File: config.mk
export PLATFORM = sky130hd
export DESIGN_NAME = clk_div_sched_flat
export DESIGN_NICKNAME = d
export VERILOG_FILES = /design/src/rtl/clk_div_sched_if.sv /design/src/rtl/clk_div_sched.sv /design/src/flat_wrapper.sv
export SDC_FILE = /design/constraint.sdc
export NUM_CORES = 1
export LEC_CHECK = 0
export BUFFER_PORTS_ARGS = -buffer_cell sky130_fd_sc_hd__buf_2
export CAP_MARGIN = 15
export CORE_ASPECT_RATIO = 0.9
export CORE_UTILIZATION = 26
export CTS_CLUSTER_DIAMETER = 80
export CTS_CLUSTER_SIZE = 10
export DETAILED_ROUTE_END_ITERATION = 10
export GPL_ROUTABILITY_DRIVEN = 0
export GPL_TIMING_DRIVEN = 0
export PLACE_DENSITY = 0.4
export REMOVE_ABC_BUFFERS = 1
export SLEW_MARGIN = 40
export SYNTH_ARGS = -nofsm -noshare
export SYNTH_HDL_FRONTEND = slang
export SYNTH_SLANG_ARGS = --single-unit
export TNS_END_PERCENT = 20
File: constraint.sdc
create_clock -name clk_in -period 4.7 [get_ports clk_in]
set_clock_uncertainty 0.15 [all_clocks]
set_input_delay 0.705 -clock clk_in [delete_from_list [all_inputs] [get_ports clk_in]]
set_output_delay 0.705 -clock clk_in [all_outputs]
set_load 0.05 [all_outputs]
File: src/rtl/clk_div_sched_if.sv
// Ratio-request handshake between a requester and the divided-clock scheduler.
// A request transfers on a rising edge where cfg_valid && cfg_ready; cfg_valid
// must be held until then, and cfg_div must stay stable while cfg_valid is high.
interface clk_div_sched_if #(
    parameter int WIDTH = 8
);
    logic             cfg_valid;
    logic [WIDTH-1:0] cfg_div;
    logic             cfg_ready;
    logic             cfg_err;

    modport master (
        output cfg_valid,
        output cfg_div,
        input  cfg_ready,
        input  cfg_err
    );

    modport slave (
        input  cfg_valid,
        input  cfg_div,
        output cfg_ready,
        output cfg_err
    );
endinterface

File: src/rtl/clk_div_sched.sv
// Programmable clock-enable scheduler: divided clock plus tick strobe, with
// ratio changes deferred to period boundaries and stop/start sequencing.
module clk_div_sched #(
    parameter int WIDTH       = 8,
    parameter int DEFAULT_DIV = 2
) (
    input  logic             clk_in,
    input  logic             rst_n,
    input  logic             run_en,
    clk_div_sched_if.slave   cfg,
    output logic             clk_out,
    output logic             tick,
    output logic [WIDTH-1:0] active_div,
    output logic [WIDTH-1:0] period_count,
    output logic             busy,
    output logic [1:0]       dbg_state
);

    typedef enum logic [1:0] {
        ST_IDLE = 2'd0,
        ST_RUN  = 2'd1,
        ST_PEND = 2'd2
    } state_t;

    localparam logic [WIDTH-1:0] ONE = WIDTH'(1);
    localparam logic [WIDTH-1:0] TWO = WIDTH'(2);

    state_t           state_q, state_d;
    logic [WIDTH-1:0] cnt_q, cnt_d;
    logic [WIDTH-1:0] active_q, active_d;
    logic [WIDTH-1:0] pend_q, pend_d;
    logic [WIDTH-1:0] count_q, count_d;
    logic             clk_out_q, clk_out_d;
    logic             tick_q, tick_d;
    logic             err_q, err_d;

    logic             ready;
    logic             accept;
    logic             boundary;
    logic [WIDTH-1:0] req_div;
    logic [WIDTH:0]   half_d;

    // Ready depends only on the state register, so no input reaches an output.
    assign ready    = (state_q != ST_PEND);
    assign accept   = cfg.cfg_valid && ready;
    assign req_div  = (cfg.cfg_div < TWO) ? TWO : cfg.cfg_div;
    assign boundary = (state_q != ST_IDLE) && (cnt_q == (active_q - ONE));

    always_comb begin
        state_d  = state_q;
        cnt_d    = cnt_q;
        active_d = active_q;
        pend_d   = pend_q;
        count_d  = count_q;
        err_d    = accept && (cfg.cfg_div < TWO);

        case (state_q)
            ST_IDLE: begin
                if (accept) begin
                    active_d = req_div;
                end
                if (run_en) begin
                    state_d = ST_RUN;
                    cnt_d   = '0;
                end
            end
            ST_RUN: begin
                if (boundary) begin
                    // A request landing on the boundary edge takes effect right away.
                    if (accept) begin
                        active_d = req_div;
                    end
                    cnt_d   = '0;
                    count_d = count_q + ONE;
                    state_d = run_en ? ST_RUN : ST_IDLE;
                end else begin
                    cnt_d = cnt_q + ONE;
                    if (accept) begin
                        pend_d  = req_div;
                        state_d = ST_PEND;
                    end
                end
            end
            ST_PEND: begin
                if (boundary) begin
                    active_d = pend_q;
                    cnt_d    = '0;
                    count_d  = count_q + ONE;
                    state_d  = run_en ? ST_RUN : ST_IDLE;
                end else begin
                    cnt_d = cnt_q + ONE;
                end
            end
            default: begin
                state_d = ST_IDLE;
                cnt_d   = '0;
            end
        endcase

        // Flop-driven outputs are computed from next-state so they align with cnt.
        half_d    = ({1'b0, active_d} + {{WIDTH{1'b0}}, 1'b1}) >> 1;
        clk_out_d = (state_d != ST_IDLE) && ({1'b0, cnt_d} < half_d);
        tick_d    = (state_d != ST_IDLE) && (cnt_d == (active_d - ONE));
    end

    always_ff @(posedge clk_in or negedge rst_n) begin
        if (!rst_n) begin
            state_q   <= ST_IDLE;
            cnt_q     <= '0;
            active_q  <= WIDTH'(DEFAULT_DIV);
            pend_q    <= '0;
            count_q   <= '0;
            clk_out_q <= 1'b0;
            tick_q    <= 1'b0;
            err_q     <= 1'b0;
        end else begin
            state_q   <= state_d;
            cnt_q     <= cnt_d;
            active_q  <= active_d;
            pend_q    <= pend_d;
            count_q   <= count_d;
            clk_out_q <= clk_out_d;
            tick_q    <= tick_d;
            err_q     <= err_d;
        end
    end

    assign cfg.cfg_ready = ready;
    assign cfg.cfg_err   = err_q;
    assign clk_out       = clk_out_q;
    assign tick          = tick_q;
    assign active_div    = active_q;
    assign period_count  = count_q;
    assign busy          = (state_q != ST_IDLE);
    assign dbg_state     = state_q;

endmodule

File: src/flat_wrapper.sv
// flat-port wrapper written by rule: the top's interface ports become plain ports
module clk_div_sched_flat 
#(
    parameter int WIDTH       = 8,
    parameter int DEFAULT_DIV = 2
)
  (clk_in, rst_n, run_en, clk_out, tick, active_div, period_count, busy, dbg_state, cfg_cfg_valid, cfg_cfg_div, cfg_cfg_ready, cfg_cfg_err);
  clk_div_sched_if #(.WIDTH(WIDTH)) cfg_i ();
  input  logic clk_in;
  input  logic rst_n;
  input  logic run_en;
  output logic clk_out;
  output logic tick;
  output logic [WIDTH-1:0] active_div;
  output logic [WIDTH-1:0] period_count;
  output logic busy;
  output logic [1:0] dbg_state;
  input wire logic [$bits(cfg_i.cfg_valid)-1:0] cfg_cfg_valid;
  input wire logic [$bits(cfg_i.cfg_div)-1:0] cfg_cfg_div;
  output wire logic [$bits(cfg_i.cfg_ready)-1:0] cfg_cfg_ready;
  output wire logic [$bits(cfg_i.cfg_err)-1:0] cfg_cfg_err;
  assign cfg_i.cfg_valid = cfg_cfg_valid;
  assign cfg_i.cfg_div = cfg_cfg_div;
  assign cfg_cfg_ready = cfg_i.cfg_ready;
  assign cfg_cfg_err = cfg_i.cfg_err;
  clk_div_sched #(.WIDTH(WIDTH), .DEFAULT_DIV(DEFAULT_DIV)) u_core (.clk_in(clk_in), .rst_n(rst_n), .run_en(run_en), .cfg(cfg_i), .clk_out(clk_out), .tick(tick), .active_div(active_div), .period_count(period_count), .busy(busy), .dbg_state(dbg_state));
endmodule
Word level (Yosys, flattened, before mapping)
Index checks and enable logic that the tools add are counted.
{"block": "word_totals", "inputBits": 12, "register_bits": 37, "wordCells": 46, "out_inout_bits": 23}
{"block": "classes", "n_mux": 14, "n_lt_le_gt_ge": 2, "n_eq_ne": 5, "reduce_logical": 11, "bitwise_logic": 1, "n_addsub": 5}
{"cell": "$mux 8", "n": 6}
{"cell": "$pmux 8 s3", "n": 1}
{"cell": "$add 8x1->8 const B", "n": 2}
{"cell": "$eq 8x8->1", "n": 2}
{"cell": "$pmux 8 s2", "n": 1}
{"cell": "$sub 8x1->8 const B", "n": 2}
{"cell": "$add 8x1->9 const B", "n": 1}
{"cell": "$lt 8x2->1 const B", "n": 1}
{"cell": "$lt 8x8->1", "n": 1}
{"cell": "$mux 2", "n": 4}
{"cell": "$pmux 2 s3", "n": 1}
{"cell": "$logic_and 1x1->1", "n": 5}
{"cell": "$reduce_bool 2->1", "n": 2}
{"cell": "$reduce_and 3->1", "n": 1}
{"cell": "$eq 2x1->1 const B", "n": 1}
{"cell": "$eq 2x2->1 const B", "n": 1}
{"cell": "$logic_not 2->1", "n": 1}
{"cell": "$ne 2x2->1 const B", "n": 1}
{"cell": "$reduce_and 2->1", "n": 1}
{"cell": "$reduce_or 2->1", "n": 1}
{"cell": "$mux 1", "n": 1}
{"cell": "$not 1->1", "n": 1}

Longest topological paths before layout
{"block": "depth", "depth_word": 8, "ltp_mapped": 19, "mapped_depth_nobuf": 18}

Worst setup path before layout
Ideal clock, no wire load.
{"block": "synth_path", "path_kind": "flip-flop to flip-flop", "from": "register u_core.active_q[0] (netlist: u_core.active_div[0])", "to": "register u_core.clk_out_q (netlist: u_core.clk_out)", "period_less_slack_ps": 4320, "path_slack_ps": 380, "required_time_ps": 4485, "setup_ps": 65, "t_arrival_ps": 4105, "stages_incl_launch_ff": 18, "n_path_buf": 0, "path_cell_list": "dfrtp_1 inv_1 ha_1 and2_1 o21a_1 o31a_1 a211oi_4 a22oi_1 o2bb2ai_1 ha_1 nor2b_1 nand4_1 xor2_1 ha_1 a21o_1 a21o_1 a21oi_1 o211a_1"}
{"block": "synth_via", "elab_chain_cells": 8, "word_cells_on_any_way": 16, "cone_classes": "add/sub: 2; order compare: 1; eq/ne: 1; mux: 9; reduce/logical: 3"}
{"item": "from (decl)", "line": "clk_div_sched.sv:30", "rtl": "logic [WIDTH-1:0] active_q, active_d;"}
{"item": "from (signal assigned)", "line": "clk_div_sched.sv:110", "rtl": "active_q <= WIDTH'(DEFAULT_DIV);"}
{"item": "from (signal assigned)", "line": "clk_div_sched.sv:119", "rtl": "active_q <= active_d;"}
{"item": "$sub 8x1->8", "line": "clk_div_sched.sv:47", "rtl": "assign boundary = (state_q != ST_IDLE) && (cnt_q == (active_q - ONE));"}
{"item": "$eq 8x8->1", "line": "clk_div_sched.sv:47"}
{"item": "$logic_and 1x1->1", "line": "clk_div_sched.sv:47"}
{"item": "$mux 8 (on tied branches)", "line": "clk_div_sched.sv:85, clk_div_sched.sv:68"}
{"item": "$pmux 8 s3 (*)", "line": "clk_div_sched.sv:57", "rtl": "case (state_q)"}
{"item": "net u_core.active_d[0]", "line": "clk_div_sched.sv:30"}
{"item": "$add 8x1->9 (*)", "line": "clk_div_sched.sv:101", "rtl": "half_d = ({1'b0, active_d} + {{WIDTH{1'b0}}, 1'b1}) >> 1;"}
{"item": "$lt 8x8->1 (*)", "line": "clk_div_sched.sv:102", "rtl": "clk_out_d = (state_d != ST_IDLE) && ({1'b0, cnt_d} < half_d);"}
{"item": "$logic_and 1x1->1 (*)", "line": "clk_div_sched.sv:102"}
{"item": "net u_core.clk_out_d", "line": "clk_div_sched.sv:33", "rtl": "logic clk_out_q, clk_out_d;"}
{"item": "to (signal assigned)", "line": "clk_div_sched.sv:122", "rtl": "clk_out_q <= clk_out_d;"}
{"item": "to (decl)", "line": "clk_div_sched.sv:33"}
The timed path passes the listed nets; every way through them passes the cells marked *.
A chain may end at the register's enable or synchronous reset.

Final worst setup path
{"block": "layout_path", "from": "register u_core.active_q[1] (netlist: u_core.active_div[1])", "to": "register u_core.clk_out_q (netlist: u_core.clk_out)"}
{"block": "layout_via", "elab_chain_cells": 8, "word_cells_on_any_way": 16, "cone_classes": "add/sub: 2; order compare: 1; eq/ne: 1; mux: 9; reduce/logical: 3"}
{"item": "$sub 8x1->8 (*)", "line": "clk_div_sched.sv:47"}
{"item": "$eq 8x8->1 (*)", "line": "clk_div_sched.sv:47"}
{"item": "$logic_and 1x1->1 (*)", "line": "clk_div_sched.sv:47"}
{"item": "$mux 8 (on tied branches)", "line": "clk_div_sched.sv:85, clk_div_sched.sv:68"}
{"item": "$pmux 8 s3 (*)", "line": "clk_div_sched.sv:57"}
{"item": "net u_core.active_d[7]", "line": "clk_div_sched.sv:30"}
{"item": "$add 8x1->9 (*)", "line": "clk_div_sched.sv:101"}
{"item": "$lt 8x8->1 (*)", "line": "clk_div_sched.sv:102"}
{"item": "$logic_and 1x1->1 (*)", "line": "clk_div_sched.sv:102"}
{"item": "net u_core.clk_out_d", "line": "clk_div_sched.sv:33"}
Marks and branches as above.

==> metrics.cfg <==
[outcome]
outcome = finished, final reports clean

[grt]
antenna_found_initial = 0
grt_max_degree = 38
grt_pass1_wl_mm = 14.7
gr-total-overflow = 0
grtUsageTotal_pct = 16.0
grt_pass1_vias = 2592

[critical_path]
startpoint_type = register
crit_start = u_core.active_div[1]
crit_slowest_cell = dfstp_2
r2r_slack_ns = 0.24
worst-path-buf-inv = 2
regToRegStartpoint = u_core.active_div[1]
slowest_delay_ns = 0.60
crit_family = compound AO/OA/AOI/OAI gates
end_kind = register
cp.required_ns = 4.78
crit_chain = inv_1, ha_1, and2_1, o21a_1, o31a_1, buf_4, a2111oi_4, mux2_2, a21oi_1, o21ai_0, xnor2_1, ha_1, a21o_1, a21oi_1, o211a_1
crit_arrival_ns = 4.53
critical_path.max_fanout = 7
path_class = reg2reg

[flow_run]
maxCapViolations = 0

[clocking]
htree_levels = 2
cts_max_path_buffers = 2
cts_buffers = 5
cts-root-buf = clkbuf_16
cts_hold_buf = 0
clock_latency_ns = 0.29
clock-sinks = 37
cts_tree = yes
clk_pin_slew_ns = 0.06

[routing]
wl_mm = 9.14
avgViaCountPerCell = 5.18
vias = 2681
wl_per_cell_microns = 17.6
drtIter0Drc = 157
dr.pass1.iters = 4
drc = 0
ant_nets = 0

[power]
power.leakage_nw = 1.52
power_mw = 2.63
vdd_drop_max_uv = 271
p_per_area_nw_per_um2 = 753

[synth]
synth-seq-cells = 37
syn_area_per_cell_sq_um = 8.90
synth_edf_count = 0
ys_warn_count = 0
synth-main-ff-cell = dfrtp_1
yosysTopAreaCell = dfrtp_1
synthesis.area_sq_um = 2990
yosysSeqAreaShare_pct = 31.0
ys_types = 70
synth.top_cell.area_share_pct = 30.1
syn_inst = 336
async_flop_share_pct = 100
netlist_top_cells_area = dfrtp_1, ha_1, xor2_1

[floorplan]
core_sq_um = 11000
die_x_microns = 115
die-height_microns = 104
initial_core_util_pct = 27.2
rows = 36
ios = 35
die_area_sq_um = 11900

[timing]
final_max_slew_viol_count = 0
final.period_utilization_pct = 94.8
slew_headroom_pct = 48.6
min_period_ns = 4.46
tightest_slew_ns = 0.751
final-hold-violation-count = 0
max_freq_mhz = 224
setup_violations = 0

[placed_design]
place_area_sq_um = 3280
port_buffers = 34
place_inst = 507
hpwl_mm = 6.72

[final_layout]
finalNonFillerCells = 518
post-route-util_pct = 31.7
nNetsFinal = 393
design_area_sq_um = 3490
fill_cells = 1182
drive_gt1_share_pct = 19.9
syn_to_final_growth_pct = 16.7
diodes = 0

[worst_hold_path]
hp-class = in2async

[registers in the layout (all words and copies together), names as in the netlist]
name / cells
u_core.dbg_state: 2
u_core.clk_out: 1
u_core.cfg.cfg_err: 1
u_core.active_div: 8
u_core.tick: 1
u_core.cnt_q: 8
u_core.period_count: 8
u_core.pend_q: 8
[per-layer routing]
layer,vias to the layer above,track usage [%],routed length (microns)
met5,-,0,0
met2,55,23.8,4020
li1,1292,-,-
met3,9,3.04,346
met4,0,3.06,79
met1,1325,23.6,4690
[cell usage after synthesis (7+ instances only)]
library cell	count
xor2_1	16
inv_1	19
dfrtp_1	36
clkbuf_1	7
a21oi_1	18
nand3_1	13
nand2_1	23
mux2_2	8
mux2i_1	7
ha_1	16
xnor2_1	14
nand4_1	8
o21ai_0	12
nor3_1	10
nor2_1	33
[worst paths after layout]
check,to,cells after the start
worst min register to register,u_core.period_count[6],1
max in group asynchronous,u_core.active_div[1],1
worst min-delay path,u_core.period_count[6],1
min in group clk_in,u_core.period_count[6],1
worst max register to register,u_core.clk_out,15
worst max-delay path,u_core.clk_out,15
[cells by family (layout without fill, tap and decap cells)]
group           Yosys count  in the layout  share of synthesized area [%]
compound gates           93             93                           24.6
flops                    37             37                           31.0
simple gates            110            110                           18.1
mux                      15             15                           5.36
xor+xnor                 30             30                           8.79
fa+ha+maj                16             16                           6.70
buf+inv                  35             65                           5.44
[layout by cell type, fill, tap and decap left out, types with 2 or more instances in the layout]
| cell | instances |
|---|---|
| xor2_1 | 16 |
| a32oi_1 | 3 |
| a22oi_1 | 4 |
| a22o_1 | 2 |
| clkbuf_16 | 5 |
| or3_1 | 2 |
| dfrtp_1 | 36 |
| mux2i_1 | 7 |
| a21oi_1 | 18 |
| a31oi_1 | 3 |
| mux2_2 | 8 |
| o21bai_1 | 3 |
| a211oi_1 | 4 |
| o21ai_0 | 12 |
| nor2_2 | 2 |
| o21a_1 | 4 |
| and2_1 | 2 |
| nand3_1 | 13 |
| o22ai_1 | 2 |
| a21o_1 | 5 |
| inv_1 | 19 |
| o31a_1 | 4 |
| nor2b_1 | 3 |
| nor3b_1 | 2 |
| nand2_1 | 23 |
| nand4_1 | 8 |
| buf_2 | 33 |
| nor2_1 | 33 |
| a2111oi_0 | 3 |
| buf_4 | 5 |
| o22ai_4 | 2 |
| nor4_1 | 2 |
| xnor2_1 | 14 |
| nor3_1 | 9 |
| ha_1 | 15 |
[area by class of cell]
type                    instances  area [sq um]  share of cell area [%]
clock buffers                   6           139                    3.98
flip-flops and latches         37           927                    26.6
well taps                     152           190                    5.45
multi-input cells             264          1940                    55.7
repair buffers                 38           203                    5.81
clock inverters                 2          13.8                   0.395
inverters                      19          71.3                    2.04
[where the power goes]
group | switching (mW) | internal (mW)
logic | 1.11 | 0.619
clock network | 0.141 | 0.211
registers | 0.126 | 0.418
total | 1.38 | 1.25
[metrics by stage]
stage / hold WS [ns] / setup WS, ns / TNS (ns)
floorplan: 0.259 / -0.0180 / -0.0180
global placement: 0.307 / -0.603 / -0.834
detailed placement: 0.327 / -0.448 / -0.448
CTS: 0.266 / 0.000679 / 0
global route: 0.278 / -0.00820 / -0.00820
finish: 0.247 / 0.244 / 0
[what timing repair did]
item                       CTS  global route
setup buffers                1             2
gates cloned                 0             0
setup endpoints to repair    1             1
resized for setup            1             4
pin swaps                    1             1
Power figures use the tool's default switching activity.
